**config.mk**
```make
export PLATFORM = sky130hd
export DESIGN_NAME = seg_scan_controller
export DESIGN_NICKNAME = d
export VERILOG_FILES = /design/src/rtl/seg_pkg.sv /design/src/rtl/seg_slot_timer.sv /design/src/rtl/seg_scan_controller.sv
export SDC_FILE = /design/constraint.sdc
export NUM_CORES = 1
export LEC_CHECK = 0
export BUFFER_PORTS_ARGS = -buffer_cell sky130_fd_sc_hd__buf_4
export CAP_MARGIN = 20
export CELL_PAD_IN_SITES_DETAIL_PLACEMENT = 1
export CELL_PAD_IN_SITES_GLOBAL_PLACEMENT = 1
export CORE_MARGIN = 4
export CORE_UTILIZATION = 44
export CTS_CLUSTER_DIAMETER = 40
export CTS_CLUSTER_SIZE = 8
export DETAILED_ROUTE_END_ITERATION = 16
export PLACE_DENSITY = 0.81
export RECOVER_POWER = 100
export SYNTH_ARGS = -nofsm -noshare
export SYNTH_HDL_FRONTEND = slang
export SYNTH_SLANG_ARGS = --single-unit
```
**constraint.sdc**
```tcl
create_clock -name clk -period 4.6 [get_ports clk]
set_clock_uncertainty 0.2 [all_clocks]
set_input_delay 0 -clock clk [delete_from_list [all_inputs] [get_ports clk]]
set_output_delay 0 -clock clk [all_outputs]
set_load 0.03 [all_outputs]
```
**src/rtl/seg_pkg.sv**
```systemverilog
// Shared constants and slot-state type for the seven-segment scan controller.
package seg_pkg;

    localparam int NUM_DIGITS = 8;
    localparam int BCD_W = 4;
    localparam int VAL_W = NUM_DIGITS * BCD_W;
    localparam logic [NUM_DIGITS-1:0] AN_ALL_OFF = 8'hFF;

    typedef enum logic [1:0] {
        GUARD_OFF,
        ON,
        TAIL_OFF
    } slot_state_e;

endpackage

```
**src/rtl/seg_slot_timer.sv**
```systemverilog
// Per-digit slot timer: cycle counter, slot index, frame pulse and on-time window.
// Exports next-cycle slot/state so the top can register AN in step with cnt.
module seg_slot_timer
    import seg_pkg::*;
#(
    parameter int REFRESH_CNT = 6250,
    parameter int GUARD = 64,
    parameter int CNT_W = 13
) (
    input  logic        clk_i,
    input  logic        rst_i,
    input  logic [2:0]  brightness_i,
    output logic [2:0]  slot_o,
    output logic        frame_start_o,
    output logic [2:0]  slot_nxt_o,
    output slot_state_e state_nxt_o
);

    localparam int LW = CNT_W + 3;
    localparam logic [LW-1:0] ACTIVE_L = LW'(REFRESH_CNT - GUARD);
    localparam logic [LW-1:0] GUARD_L = LW'(GUARD);
    localparam logic [CNT_W-1:0] LAST_CNT = CNT_W'(REFRESH_CNT - 1);

    if (GUARD >= REFRESH_CNT || ((REFRESH_CNT - GUARD) >> 3) < 1 ||
        REFRESH_CNT > (1 << CNT_W)) begin : g_param_err
        $error("seg_slot_timer: invalid REFRESH_CNT/GUARD/CNT_W combination");
    end

    logic [CNT_W-1:0] cnt_q, cnt_d;
    logic [2:0]       slot_q, slot_d;
    logic [LW-1:0]    on_len_q, on_len_d;
    logic             fs_q, fs_d;
    logic             wrap;
    logic [LW-1:0]    cnt_ext;
    slot_state_e      state_d;

    always_comb begin
        wrap = (cnt_q == LAST_CNT);
        cnt_d = wrap ? '0 : cnt_q + 1'b1;
        slot_d = wrap ? slot_q + 3'd1 : slot_q;
        fs_d = wrap && (slot_q == 3'd7);
        // brightness is captured once, in the cnt==0 cycle of every slot
        on_len_d = on_len_q;
        if (cnt_q == '0) begin
            on_len_d = ((LW'(brightness_i) + LW'(1)) * ACTIVE_L) >> 3;
        end
        cnt_ext = LW'(cnt_d);
        if (cnt_ext < GUARD_L) begin
            state_d = GUARD_OFF;
        end else if (cnt_ext < GUARD_L + on_len_d) begin
            state_d = ON;
        end else begin
            state_d = TAIL_OFF;
        end
    end

    always_ff @(posedge clk_i) begin
        if (rst_i) begin
            cnt_q <= '0;
            slot_q <= '0;
            on_len_q <= '0;
            fs_q <= 1'b0;
        end else begin
            cnt_q <= cnt_d;
            slot_q <= slot_d;
            on_len_q <= on_len_d;
            fs_q <= fs_d;
        end
    end

    assign slot_o = slot_q;
    assign frame_start_o = fs_q;
    assign slot_nxt_o = rst_i ? 3'd0 : slot_d;
    assign state_nxt_o = rst_i ? GUARD_OFF : state_d;

endmodule

```
**src/rtl/seg_scan_controller.sv**
```systemverilog
// Eight-digit seven-segment scan controller with frame-aligned value update.
// Optional leading-zero blanking: define LEADING_ZERO_BLANK_EN.
module seg_scan_controller
    import seg_pkg::*;
#(
    parameter int REFRESH_CNT = 6250,
    parameter int GUARD = 64,
    parameter int CNT_W = 13
) (
    input  logic                  clk,
    input  logic                  reset,
    input  logic [VAL_W-1:0]      value_in,
    input  logic                  value_valid,
    output logic                  value_ready,
    input  logic [NUM_DIGITS-1:0] digit_en,
    input  logic [2:0]            brightness,
    output logic [NUM_DIGITS-1:0] AN,
    output logic [BCD_W-1:0]      digit_out,
    output logic [2:0]            slot,
    output logic                  frame_start
);

    logic [2:0]  slot_nxt;
    slot_state_e state_nxt;

    seg_slot_timer #(
        .REFRESH_CNT(REFRESH_CNT),
        .GUARD(GUARD),
        .CNT_W(CNT_W)
    ) u_timer (
        .clk_i(clk),
        .rst_i(reset),
        .brightness_i(brightness),
        .slot_o(slot),
        .frame_start_o(frame_start),
        .slot_nxt_o(slot_nxt),
        .state_nxt_o(state_nxt)
    );

    logic [VAL_W-1:0]      shadow_q, shadow_d, disp_q, disp_d;
    logic                  full_q, full_d;
    logic [NUM_DIGITS-1:0] an_q, an_d, blank_d;
    logic [BCD_W-1:0]      dig_q, dig_d;
    logic                  accept, copy;

    assign accept = value_valid && !full_q;
    assign copy = frame_start && full_q;

`ifdef LEADING_ZERO_BLANK_EN
    function automatic logic [NUM_DIGITS-1:0] lzb_mask(input logic [VAL_W-1:0] v);
        logic zero_above;
        lzb_mask = '0;
        zero_above = 1'b1;
        for (int i = NUM_DIGITS - 1; i > 0; i--) begin
            zero_above = zero_above && (v[BCD_W*i +: BCD_W] == '0);
            lzb_mask[i] = zero_above;
        end
    endfunction

    logic [NUM_DIGITS-1:0] blank_q;

    assign blank_d = copy ? lzb_mask(shadow_q) : blank_q;

    always_ff @(posedge clk) begin
        if (reset) begin
            blank_q <= lzb_mask('0);
        end else begin
            blank_q <= blank_d;
        end
    end
`else
    assign blank_d = '0;
`endif

    always_comb begin
        shadow_d = shadow_q;
        full_d = full_q;
        disp_d = disp_q;
        if (accept) begin
            shadow_d = value_in;
            full_d = 1'b1;
        end
        if (copy) begin
            disp_d = shadow_q;
            full_d = 1'b0;
        end
        // AN and digit_out are built from next-cycle slot/state so they stay aligned with cnt
        an_d = AN_ALL_OFF;
        if (state_nxt == ON && digit_en[slot_nxt] && !blank_d[slot_nxt]) begin
            an_d[slot_nxt] = 1'b0;
        end
        dig_d = disp_d[BCD_W*slot_nxt +: BCD_W];
    end

    always_ff @(posedge clk) begin
        if (reset) begin
            shadow_q <= '0;
            full_q <= 1'b0;
            disp_q <= '0;
            an_q <= AN_ALL_OFF;
            dig_q <= '0;
        end else begin
            shadow_q <= shadow_d;
            full_q <= full_d;
            disp_q <= disp_d;
            an_q <= an_d;
            dig_q <= dig_d;
        end
    end

    assign AN = an_q;
    assign digit_out = dig_q;
    assign value_ready = !full_q;

endmodule

```
==> results of run 1 <==
==> power by group through the flow <==
stage               combinational [mW]  clock, mW  sequential (mW)
floorplan                        0.171          0             1.02
detailed placement               0.251          0             1.03
global placement                 0.239          0             1.03
finish                           0.301      0.785             1.01
global route                     0.336      0.841             1.01
CTS                              0.293      0.791             1.01
==> routing by layer <==
metal | GRT usage [%] | up-vias | share of wire, %
met4 | 8.33 | 0 | 2.2
li1 | - | 2377 | -
met2 | 39.9 | 87 | 51
met5 | 0 | - | 0
met3 | 3.75 | 24 | 3.4
met1 | 28.2 | 2364 | 43
==> cells in the final DEF (no fill, tap or decap), drive strengths merged, types with 4 or more instances in the layout <==
cell type	instances
dfxtp	110
nand2	99
a21oi	67
nor2	64
dlygate4sd3	54
buf	49
mux2i	39
clkbuf	33
ha	32
nor2b	20
inv	15
nand3	13
nand4	12
xnor2	12
o21ai	10
mux2	9
nor3	9
o22ai	9
xor2	8
a221oi	7
and2	7
o211ai	5
and4	4
and3	4
or3	4
==> metrics by stage <==
step,cells,hold WS [ns]
after floorplan,626,-0.0640
after global placement,806,0.0474
after detailed placement,806,0.0574
after CTS,876,0.0578
after global routing,880,0.0549
final,880,0.0418
==> layout make-up <==
| type | instances | area share [%] |
|---|---|---|
| flip-flops and latches | 110 | 32.7 |
| well taps | 147 | 2.73 |
| inverters | 11 | 0.613 |
| clock inverters | 5 | 0.743 |
| multi-input cells | 471 | 44.7 |
| clock buffers | 11 | 3.61 |
| repair buffers | 125 | 14.9 |
==> synth_stat cells, drive strengths merged <==
library cell / n / area (um2)
dfxtp: 110 / 2200
nand2: 99 / 372
a21oi: 67 / 343
nor2: 64 / 240
mux2i: 39 / 398
ha: 32 / 400
clkbuf: 27 / 101
nor2b: 20 / 125
nand3: 13 / 65.1
nand4: 12 / 75.1
xnor2: 12 / 105
inv: 11 / 41.3
o21ai: 10 / 53.8
mux2: 9 / 101
nor3: 9 / 45.0
o22ai: 9 / 56.3
xor2: 8 / 70.1
a221oi: 7 / 67.6
and2: 7 / 43.8
buf: 7 / 38.8
o211ai: 5 / 37.5
and3: 4 / 25.0
and4: 4 / 35.0
or3: 4 / 25.0
a2111oi: 3 / 51.3
a21o: 3 / 22.5
nand2b: 3 / 18.8
nand3b: 3 / 22.5
or2: 3 / 18.8
or4: 3 / 26.3
a211o: 2 / 17.5
a31oi: 2 / 12.5
nor3b: 2 / 15.0
nor4: 2 / 27.5
a211oi: 1 / 12.5
a22oi: 1 / 7.51
a311oi: 1 / 8.76
a31o: 1 / 8.76
and2b: 1 / 7.51
and3b: 1 / 8.76
fa: 1 / 20.0
nor4b: 1 / 8.76
nor4bb: 1 / 10.0
o31ai: 1 / 7.51
or3b: 1 / 8.76
==> repair_timing <==
item	CTS	global route
setup buffers	0	2
gates resized for setup	0	1
endpoints found under the hold margin	57	0
endpoints found under the setup margin	0	8
hold buffers	54	0
==> final timing paths <==
path                          endpoint                         from
max reg2reg           AN[0]$_SDFF_PP1_  u_timer.cnt_q[9]$_SDFF_PP0_
min           shadow_q[3]$_SDFFE_PP0P_                  value_valid
min reg2reg  shadow_q[31]$_SDFFE_PP0P_    shadow_q[31]$_SDFFE_PP0P_
max                   AN[0]$_SDFF_PP1_  u_timer.cnt_q[9]$_SDFF_PP0_
==> sequential cells by signal, indices dropped and copies added, names as in the netlist <==
name	cells
u_timer.on_len_q	16
shadow_q	32
u_timer.slot_o	3
u_timer.frame_start_o	1
disp_q	32
AN	8
full_q	1
digit_out	4
u_timer.cnt_q	13
==> worst max-delay path: stages, from the launching register on <==
cell and delay (ns):
dfxtp_1 0.37, or4_2 0.69, nor4_1 0.44, buf_4 0.38
mux2i_1 0.40, mux2i_2 0.11, dlygate4sd3_1 0.60, a221oi_2 0.28
dlygate4sd3_1 0.67, nand4_1 0.12
==> cells by family after synthesis <==
| logic type | count (synthesis) | share of synthesized area [%] |
|---|---|---|
| multiplexers | 48 | 9.23 |
| XOR/XNOR | 20 | 3.24 |
| buffers and inverters | 45 | 3.35 |
| flip-flops | 110 | 40.7 |
| AO/OA/AOI/OAI | 113 | 13.1 |
| AND/OR/NAND/NOR | 257 | 22.6 |
| adder cells (fa/ha/maj) | 33 | 7.77 |
==> results.py, run 1 <==
metrics = {
    "route": {
        "drt_pre_antenna_iters": 4,
        "vias": 4852,
        "routedWlPerCell_um": 18.0,
        "drc": 0,
        "drtIter0Drc": 235,
        "drt-total-wl_mm": 15.8,
        "ant_nets": 0,
        "viasPerCell": 5.51,
    },
    "power": {
        "leakage_nw": 2.92,
        "switching_power_mw": 0.570,
        "p_clk_share_pct": 37.5,
        "p_comb_share_pct": 14.4,
        "power_frac_seq_pct": 48.1,
        "peakVddDrop_mv": 0.183,
        "power.density_nw_per_um2": 311,
        "internal-power_mw": 1.52,
        "switching_share_pct": 27.2,
        "total_power_mw": 2.09,
    },
    "setup_path": {
        "reg2reg_depth": 9,
        "required_ns": 4.62,
        "worstSetupStartpointType": "flip-flop",
        "end_kind": "flip-flop",
        "path_max_fanout": 25,
        "reg2reg_slack_ns": 0.21,
        "worstPathArrival_ns": 4.41,
        "setup.worst_path.class": "reg2reg",
    },
    "placement": {
        "post_dp_cell_area_um2": 5960,
        "place_congestion": 0.863,
        "place_worst_setup_slack_ns": 0.132,
        "dp_hpwl_mm": 10.4,
        "portBuffers": 62,
    },
    "synth": {
        "yosysWarnings": 0,
        "synth_cell_type_count": 55,
        "synth_area_um2": 5410,
        "synth_seq_cells": 110,
        "synthCells": 626,
        "synthesis.nets": 705,
        "ys_seq_area_share_pct": 40.7,
        "avgSynthCellArea_um2": 8.64,
    },
    "flow_run": {
        "maxCapViolCount": 1,
    },
    "die": {
        "rows": 40,
        "io_pins": 63,
        "initial_core_util_pct": 45.0,
        "core_um2": 12000,
        "die_area_um2": 14100,
        "fp.dieH_um": 119,
        "die_w_um": 119,
    },
    "outcome": {
        "violations": "capacitance limit, slew limit",
        "status": "complete, but fails checks",
    },
    "global_route": {
        "grt_max_degree": 64,
        "track_usage_pct": 22.8,
        "grt_pass1_wl_mm": 26.0,
        "grt_pass1_vias": 5159,
        "antenna_found_initial": 0,
        "grt_overflow": 0,
    },
    "timing": {
        "max_freq_mhz": 228,
        "worstMarginPinSlew_ns": 2.65,
        "fin_setup_tns_ns": 0,
        "period_needed_ns": 4.39,
        "setup_viol": 0,
        "maxSlewViolCount": 64,
        "worst_slack_ns": 0.214,
        "slew_headroom_pct": -76.8,
        "hold_viol": 0,
        "finalCritPeriodShare_pct": 95.3,
    },
    "layout": {
        "seqCellArea_um2": 2200,
        "design_area_um2": 6730,
        "syn_to_final_growth_pct": 24.5,
        "finalNetCount": 807,
        "fillCellCount": 1411,
        "diodes": 0,
        "multi_input_area_um2": 3010,
        "final_util_pct": 56.0,
        "layout-drive-gt1-share_pct": 12.3,
    },
    "cts": {
        "path_clk_slew_ns": 0.08,
        "tritoncts": "built",
        "htree_levels": 3,
        "cts_root_buf": "clkbuf_16",
        "cts_buffer_depth": 2,
        "insertion_delay_ns": 0.36,
        "clock_sinks": 110,
        "numCtsBuffers": 9,
    },
    "worst_hold_path": {
        "whs_path_depth": 4,
        "hold_path_class": "in2reg",
    },
}
Power figures use the tool's default switching activity.
==> run 2: changes to the inputs <==
--- a/config.mk
+++ b/config.mk
@@ -16,6 +16,7 @@
 export DETAILED_ROUTE_END_ITERATION = 16
 export PLACE_DENSITY = 0.81
 export RECOVER_POWER = 100
+export REMOVE_ABC_BUFFERS = 1
 export SYNTH_ARGS = -nofsm -noshare
 export SYNTH_HDL_FRONTEND = slang
 export SYNTH_SLANG_ARGS = --single-unit
==> run 2 against run 1 <==
Against the previous run: the flow finishes with violations (hold timing, capacitance limit, slew limit); cell area decreased by 0.59%; highest routed layer unchanged; final cell count decreased by 0.80%; core utilization decreased by 0.33 points; global-route usage down 0.65 points; critical path depth up 11; sequential share of layout area is 0.20 points higher; fmax up 2.2%; routed wire length fell by 4.1%; power rose by 0.75%; non-clock buffer count fell by 6.
==> results.py, run 2 (synthesis results as in run 1) <==
metrics = {
    "worst_hold_path": {
        "worstHoldStart": "value_valid",
        "hold_path_class": "in2reg",
        "whs_path_depth": 4,
        "min_to": "shadow_q[5]$_SDFFE_PP0P_",
    },
    "power": {
        "switching_share_pct": 26.4,
        "leakage_nw": 2.87,
        "peakVddDrop_mv": 0.263,
        "p_comb_share_pct": 13.8,
        "p_clk_share_pct": 38.5,
        "total_power_mw": 2.11,
        "switching_power_mw": 0.557,
        "power_frac_seq_pct": 47.8,
        "internal-power_mw": 1.55,
        "power.density_nw_per_um2": 315,
    },
    "global_route": {
        "grt_overflow": 0,
        "track_usage_pct": 22.1,
        "grt_max_degree": 73,
        "antenna_found_initial": 0,
        "grt_pass1_wl_mm": 25.5,
        "grt_pass1_vias": 5235,
    },
    "cts": {
        "cts_root_buf": "clkbuf_16",
        "insertion_delay_ns": 0.35,
        "path_clk_slew_ns": 0.07,
        "clock_sinks": 110,
        "numCtsBuffers": 9,
        "tritoncts": "built",
        "cts_buffer_depth": 2,
        "htree_levels": 3,
    },
    "die": {
        "initial_core_util_pct": 45.0,
        "rows": 40,
        "core_um2": 12000,
        "die_w_um": 119,
        "io_pins": 63,
        "fp.dieH_um": 119,
        "die_area_um2": 14100,
    },
    "timing": {
        "period_needed_ns": 4.29,
        "worstMarginPinSlew_ns": 2.18,
        "setup_viol": 0,
        "fin_setup_tns_ns": 0,
        "max_freq_mhz": 233,
        "whs_ns": -0.0389,
        "hold_viol": 5,
        "maxSlewViolCount": 33,
        "finalCritPeriodShare_pct": 93.3,
        "slew_headroom_pct": -45.3,
        "rsz0062_at_grt": "false",
    },
    "route": {
        "drt-total-wl_mm": 15.2,
        "viasPerCell": 5.50,
        "routedWlPerCell_um": 17.4,
        "vias": 4801,
        "drt_pre_antenna_iters": 6,
        "drtIter0Drc": 282,
        "ant_nets": 0,
        "drc": 0,
    },
    "setup_path": {
        "required_ns": 4.62,
        "r2r_end": "AN[6]$_SDFF_PP1_",
        "end_kind": "flip-flop",
        "path_max_fanout": 8,
        "worstSetupStartpointType": "input pin",
        "setup.worst_path.class": "in2reg",
        "r2r_start": "u_timer.cnt_q[9]$_SDFF_PP0_",
        "worstPathArrival_ns": 4.31,
        "reg2reg_depth": 7,
        "reg2reg_slack_ns": 0.37,
    },
    "layout": {
        "mostFrequentLayoutCells": "dfxtp_1, nand2_1, a21oi_1, nor2_1, dlygate4sd3_1",
        "syn_to_final_growth_pct": 23.7,
        "largestRegisters": "disp_q x32, shadow_q x32, u_timer.on_len_q x16",
        "final_util_pct": 55.7,
        "layout_commonest_cell": "dfxtp_1",
        "layout-drive-gt1-share_pct": 11.4,
        "fin_cells": 873,
        "finalNetCount": 801,
        "diodes": 0,
    },
    "placement": {
        "dp.cells": 806,
        "place_congestion": 0.869,
        "portBuffers": 62,
        "dp_hpwl_mm": 10.5,
    },
    "outcome": {
        "violations": "hold timing, capacitance limit, slew limit",
        "status": "complete, but fails checks",
    },
    "flow_run": {
        "maxCapViolCount": 1,
    },
}
## run 2: changes by cell type in the layout (fill, tap and decap cells not counted), moves of 2 or more
cell,delta
dlygate4sd3_1,-4
inv_8,-2
mux2_1,+2
mux2_2,-2
## run 2: layer usage
layer  up-vias  share of wire (%)  GRT usage [%]
met5         -                  0              0
met4         0                2.7           7.97
met3        31                3.0           4.84
met2        77                 53           40.7
met1      2330                 41           25.0
li1       2363                  -              -
## run 2: area by class of cell
| cell class | instances | area, um2 |
|---|---|---|
| clock buffer | 9 | 225 |
| clock inverter | 6 | 82.6 |
| fill | 1422 | 5320 |
| inverter | 11 | 41.3 |
| multi-input combinational | 471 | 3020 |
| sequential | 110 | 2200 |
| tap | 147 | 184 |
| timing repair buffer | 119 | 936 |
## run 2: through the flow
stage | area, um2 | setup WS, ns
finish | 6690 | 0.310
global route | 6690 | 0.0297
CTS | 6770 | 0.197
detailed placement | 5960 | 0.0625
global placement | 5960 | 0.448
floorplan | 5270 | 0.665
## run 2: critical path, cell delays in order
cell and delay [ns]:
clkbuf_1 0.10, dlygate4sd3_1 0.56, nand2_1 0.08, nor2_1 0.08, ha_1 0.24, fa_1 0.38
ha_1 0.31, a31o_2 0.26, a31oi_1 0.20, o21ai_0 0.17, ha_1 0.35, inv_1 0.04
ha_1 0.30, a21oi_1 0.18, o21ai_0 0.16, a2111oi_2 0.35, a31oi_1 0.14, o21ai_2 0.14
buf_4 0.16, nand4_1 0.09
## run 2: timing repair
action | 4_1_cts | 5_1_grt
endpoints found under the setup margin | 0 | 8
setup buffers | 0 | 1
hold buffers | 50 | 0
gates resized for setup | 0 | 2
hold endpoints to repair | 57 | 0
## run 2: power by group through the flow
stage / Combinational, mW / Sequential (mW) / Clock, mW
2_1_floorplan: 0.155 / 1.02 / 0
5_1_grt: 0.328 / 1.01 / 0.863
3_5_place_dp: 0.251 / 1.03 / 0
4_1_cts: 0.288 / 1.01 / 0.826
6_report: 0.290 / 1.01 / 0.811
3_3_place_gp: 0.239 / 1.03 / 0
## run 2: worst max-delay path by stage
stage | startpoint | end | slack, ns | depth (start not counted)
after floorplan | u_timer.cnt_q[0]$_SDFF_PP0_ | AN[0]$_SDFF_PP1_ | 0.66 | 14
after global placement | brightness[0] | AN[0]$_SDFF_PP1_ | 0.45 | 19
after detailed placement | brightness[0] | AN[2]$_SDFF_PP1_ | 0.06 | 19
after CTS | brightness[1] | AN[1]$_SDFF_PP1_ | 0.20 | 19
after global routing | brightness[1] | AN[3]$_SDFF_PP1_ | 0.03 | 20
final | brightness[1] | AN[1]$_SDFF_PP1_ | 0.31 | 20
==> run 3: changes to the inputs <==
--- a/config.mk
+++ b/config.mk
@@ -14,9 +14,8 @@
 export CTS_CLUSTER_DIAMETER = 40
 export CTS_CLUSTER_SIZE = 8
 export DETAILED_ROUTE_END_ITERATION = 16
-export PLACE_DENSITY = 0.81
+export PLACE_DENSITY = 0.88
 export RECOVER_POWER = 100
-export REMOVE_ABC_BUFFERS = 1
 export SYNTH_ARGS = -nofsm -noshare
 export SYNTH_HDL_FRONTEND = slang
 export SYNTH_SLANG_ARGS = --single-unit
==> run 3 against run 2 <==
Against the previous run: the flow now finishes without violations; global-route usage rose by 1.4 points; sequential cell count stayed put; non-clock buffer count down 6; register-to-register slack worse by 0.03 ns; critical endpoint is now AN[0]$_SDFF_PP1_.
==> results.py, run 3 (synthesis results as in run 1) <==
metrics = {
    "outcome": {
        "status": "finished clean",
    },
    "setup_path": {
        "crit_family": "simple AND/OR/NAND/NOR gates",
        "r2r_start": "u_timer.cnt_q[9]$_SDFF_PP0_",
        "reg2reg_slack_ns": 0.34,
        "required_ns": 4.62,
        "reg2reg_depth": 8,
        "setup.worst_path.class": "reg2reg",
        "r2r_end": "AN[0]$_SDFF_PP1_",
        "cp_num_buf_inv": 2,
        "worstSetupStartpointType": "flip-flop",
        "crit_chain": "or4_1, nor4_4, buf_4, mux2i_4, mux2i_2, dlygate4sd3_1, a221oi_2, nand4_1",
        "end_kind": "flip-flop",
        "cp_slowest_cell": "nor4_4",
        "crit_path_max_incr_delay_ns": 0.65,
        "worstPathArrival_ns": 4.28,
        "path_max_fanout": 24,
    },
    "timing": {
        "whs_ns": 0.0182,
        "finalCritPeriodShare_pct": 92.5,
        "max_freq_mhz": 235,
        "worstMarginPinSlew_ns": 1.04,
        "rsz0062_at_grt": "false",
        "fin_setup_tns_ns": 0,
        "setup_viol": 0,
        "maxSlewViolCount": 0,
        "period_needed_ns": 4.26,
        "slew_headroom_pct": 30.5,
        "worst_slack_ns": 0.345,
        "hold_viol": 0,
    },
    "power": {
        "switching_power_mw": 0.597,
        "leakage_nw": 2.86,
        "switching_share_pct": 28.5,
        "internal-power_mw": 1.50,
        "p_comb_share_pct": 14.5,
        "p_clk_share_pct": 37.4,
        "power.density_nw_per_um2": 315,
        "peakVddDrop_mv": 0.158,
        "total_power_mw": 2.10,
        "power_frac_seq_pct": 48.1,
    },
    "route": {
        "ant_nets": 0,
        "wl_met3_um": 613,
        "top_layer_used": "met4",
        "viasPerCell": 5.83,
        "drt_pre_antenna_iters": 5,
        "wl_met1_mm": 7.64,
        "drt-total-wl_mm": 17.5,
        "vias": 5069,
        "routedWlPerCell_um": 20.2,
        "drtIter0Drc": 428,
        "drc": 0,
        "wl_met2_mm": 8.79,
    },
    "layout": {
        "syn_to_final_growth_pct": 23.1,
        "layout-drive-gt1-share_pct": 12.3,
        "final_util_pct": 55.4,
        "mostFrequentLayoutCells": "dfxtp_1, nand2_1, a21oi_1, nor2_1, buf_4",
        "design_area_um2": 6660,
        "fin_cells": 869,
        "finalNetCount": 795,
        "layout_commonest_cell": "dfxtp_1",
        "largestRegisters": "disp_q x32, shadow_q x32, u_timer.on_len_q x16",
    },
    "cts": {
        "numCtsBuffers": 9,
        "clock_sinks": 110,
        "insertion_delay_ns": 0.36,
        "htree_levels": 3,
        "tritoncts": "built",
        "cts_buffer_depth": 2,
        "cts_root_buf": "clkbuf_16",
        "path_clk_slew_ns": 0.07,
    },
    "die": {
        "io_pins": 63,
        "initial_core_util_pct": 45.0,
        "die_w_um": 119,
        "rows": 40,
        "fp.dieH_um": 119,
        "core_um2": 12000,
        "die_area_um2": 14100,
    },
    "placement": {
        "place_worst_setup_slack_ns": 0.127,
        "portBuffers": 62,
        "place_congestion": 0.856,
        "dp_hpwl_mm": 10.4,
        "dp.cells": 805,
        "post_dp_cell_area_um2": 5950,
    },
    "worst_hold_path": {
        "hold_path_class": "in2reg",
        "whs_path_depth": 6,
        "min_to": "AN[6]$_SDFF_PP1_",
        "worstHoldStart": "digit_en[1]",
    },
    "global_route": {
        "grt_max_degree": 107,
        "grt_overflow": 0,
        "grt_pass1_vias": 5331,
        "grt_pass1_wl_mm": 26.8,
        "antenna_found_initial": 1,
        "track_usage_pct": 23.5,
    },
    "flow_run": {
        "maxCapViolCount": 0,
    },
}
-- run 3: layout make-up --
type,instances,area (um2)
timing repair buffer,113,908
antenna,1,2.50
clock buffer,9,225
sequential,110,2200
inverter,11,41.3
fill,1409,5350
clock inverter,7,63.8
tap,147,184
multi-input combinational,471,3030
-- run 3: repair_timing --
action | in CTS | in global routing
buffers inserted | 0 | 1
endpoints found under the setup margin | 0 | 8
endpoints found under the hold margin | 42 | 3
hold buffers | 42 | 1
resized for setup | 0 | 2
-- run 3: power groups by stage --
| stage | Combinational [mW] | Clock, mW | Sequential [mW] |
|---|---|---|---|
| after floorplan | 0.171 | 0 | 1.02 |
| after global placement | 0.237 | 0 | 1.03 |
| after detailed placement | 0.252 | 0 | 1.03 |
| after CTS | 0.287 | 0.786 | 1.01 |
| after global routing | 0.336 | 0.828 | 1.01 |
| final | 0.303 | 0.785 | 1.01 |
-- run 3: how the worst max path moves through the flow --
stage	start	to	slack [ns]	cells after the start
6_report	u_timer.cnt_q[9]$_SDFF_PP0_	AN[0]$_SDFF_PP1_	0.34	8
2_1_floorplan	brightness[0]	AN[0]$_SDFF_PP1_	0.78	18
5_1_grt	brightness[2]	AN[0]$_SDFF_PP1_	0.01	20
4_1_cts	brightness[2]	AN[0]$_SDFF_PP1_	0.21	19
3_5_place_dp	brightness[0]	AN[0]$_SDFF_PP1_	0.13	19
3_3_place_gp	brightness[0]	AN[0]$_SDFF_PP1_	0.38	19
-- run 3: worst register-to-register path: stages (launching register included) --
cell and delay, ns:
dfxtp_1 0.38, or4_1 0.60, nor4_4 0.65, buf_4 0.43, mux2i_4 0.54, mux2i_2 0.12
dlygate4sd3_1 0.61, a221oi_2 0.45, nand4_1 0.15
-- run 3: metal layers --
layer	vias to the layer above	global-route usage, %
met1	2513	29.3
met2	151	41.1
met4	0	8.69
met5	-	0
li1	2366	-
met3	39	3.37
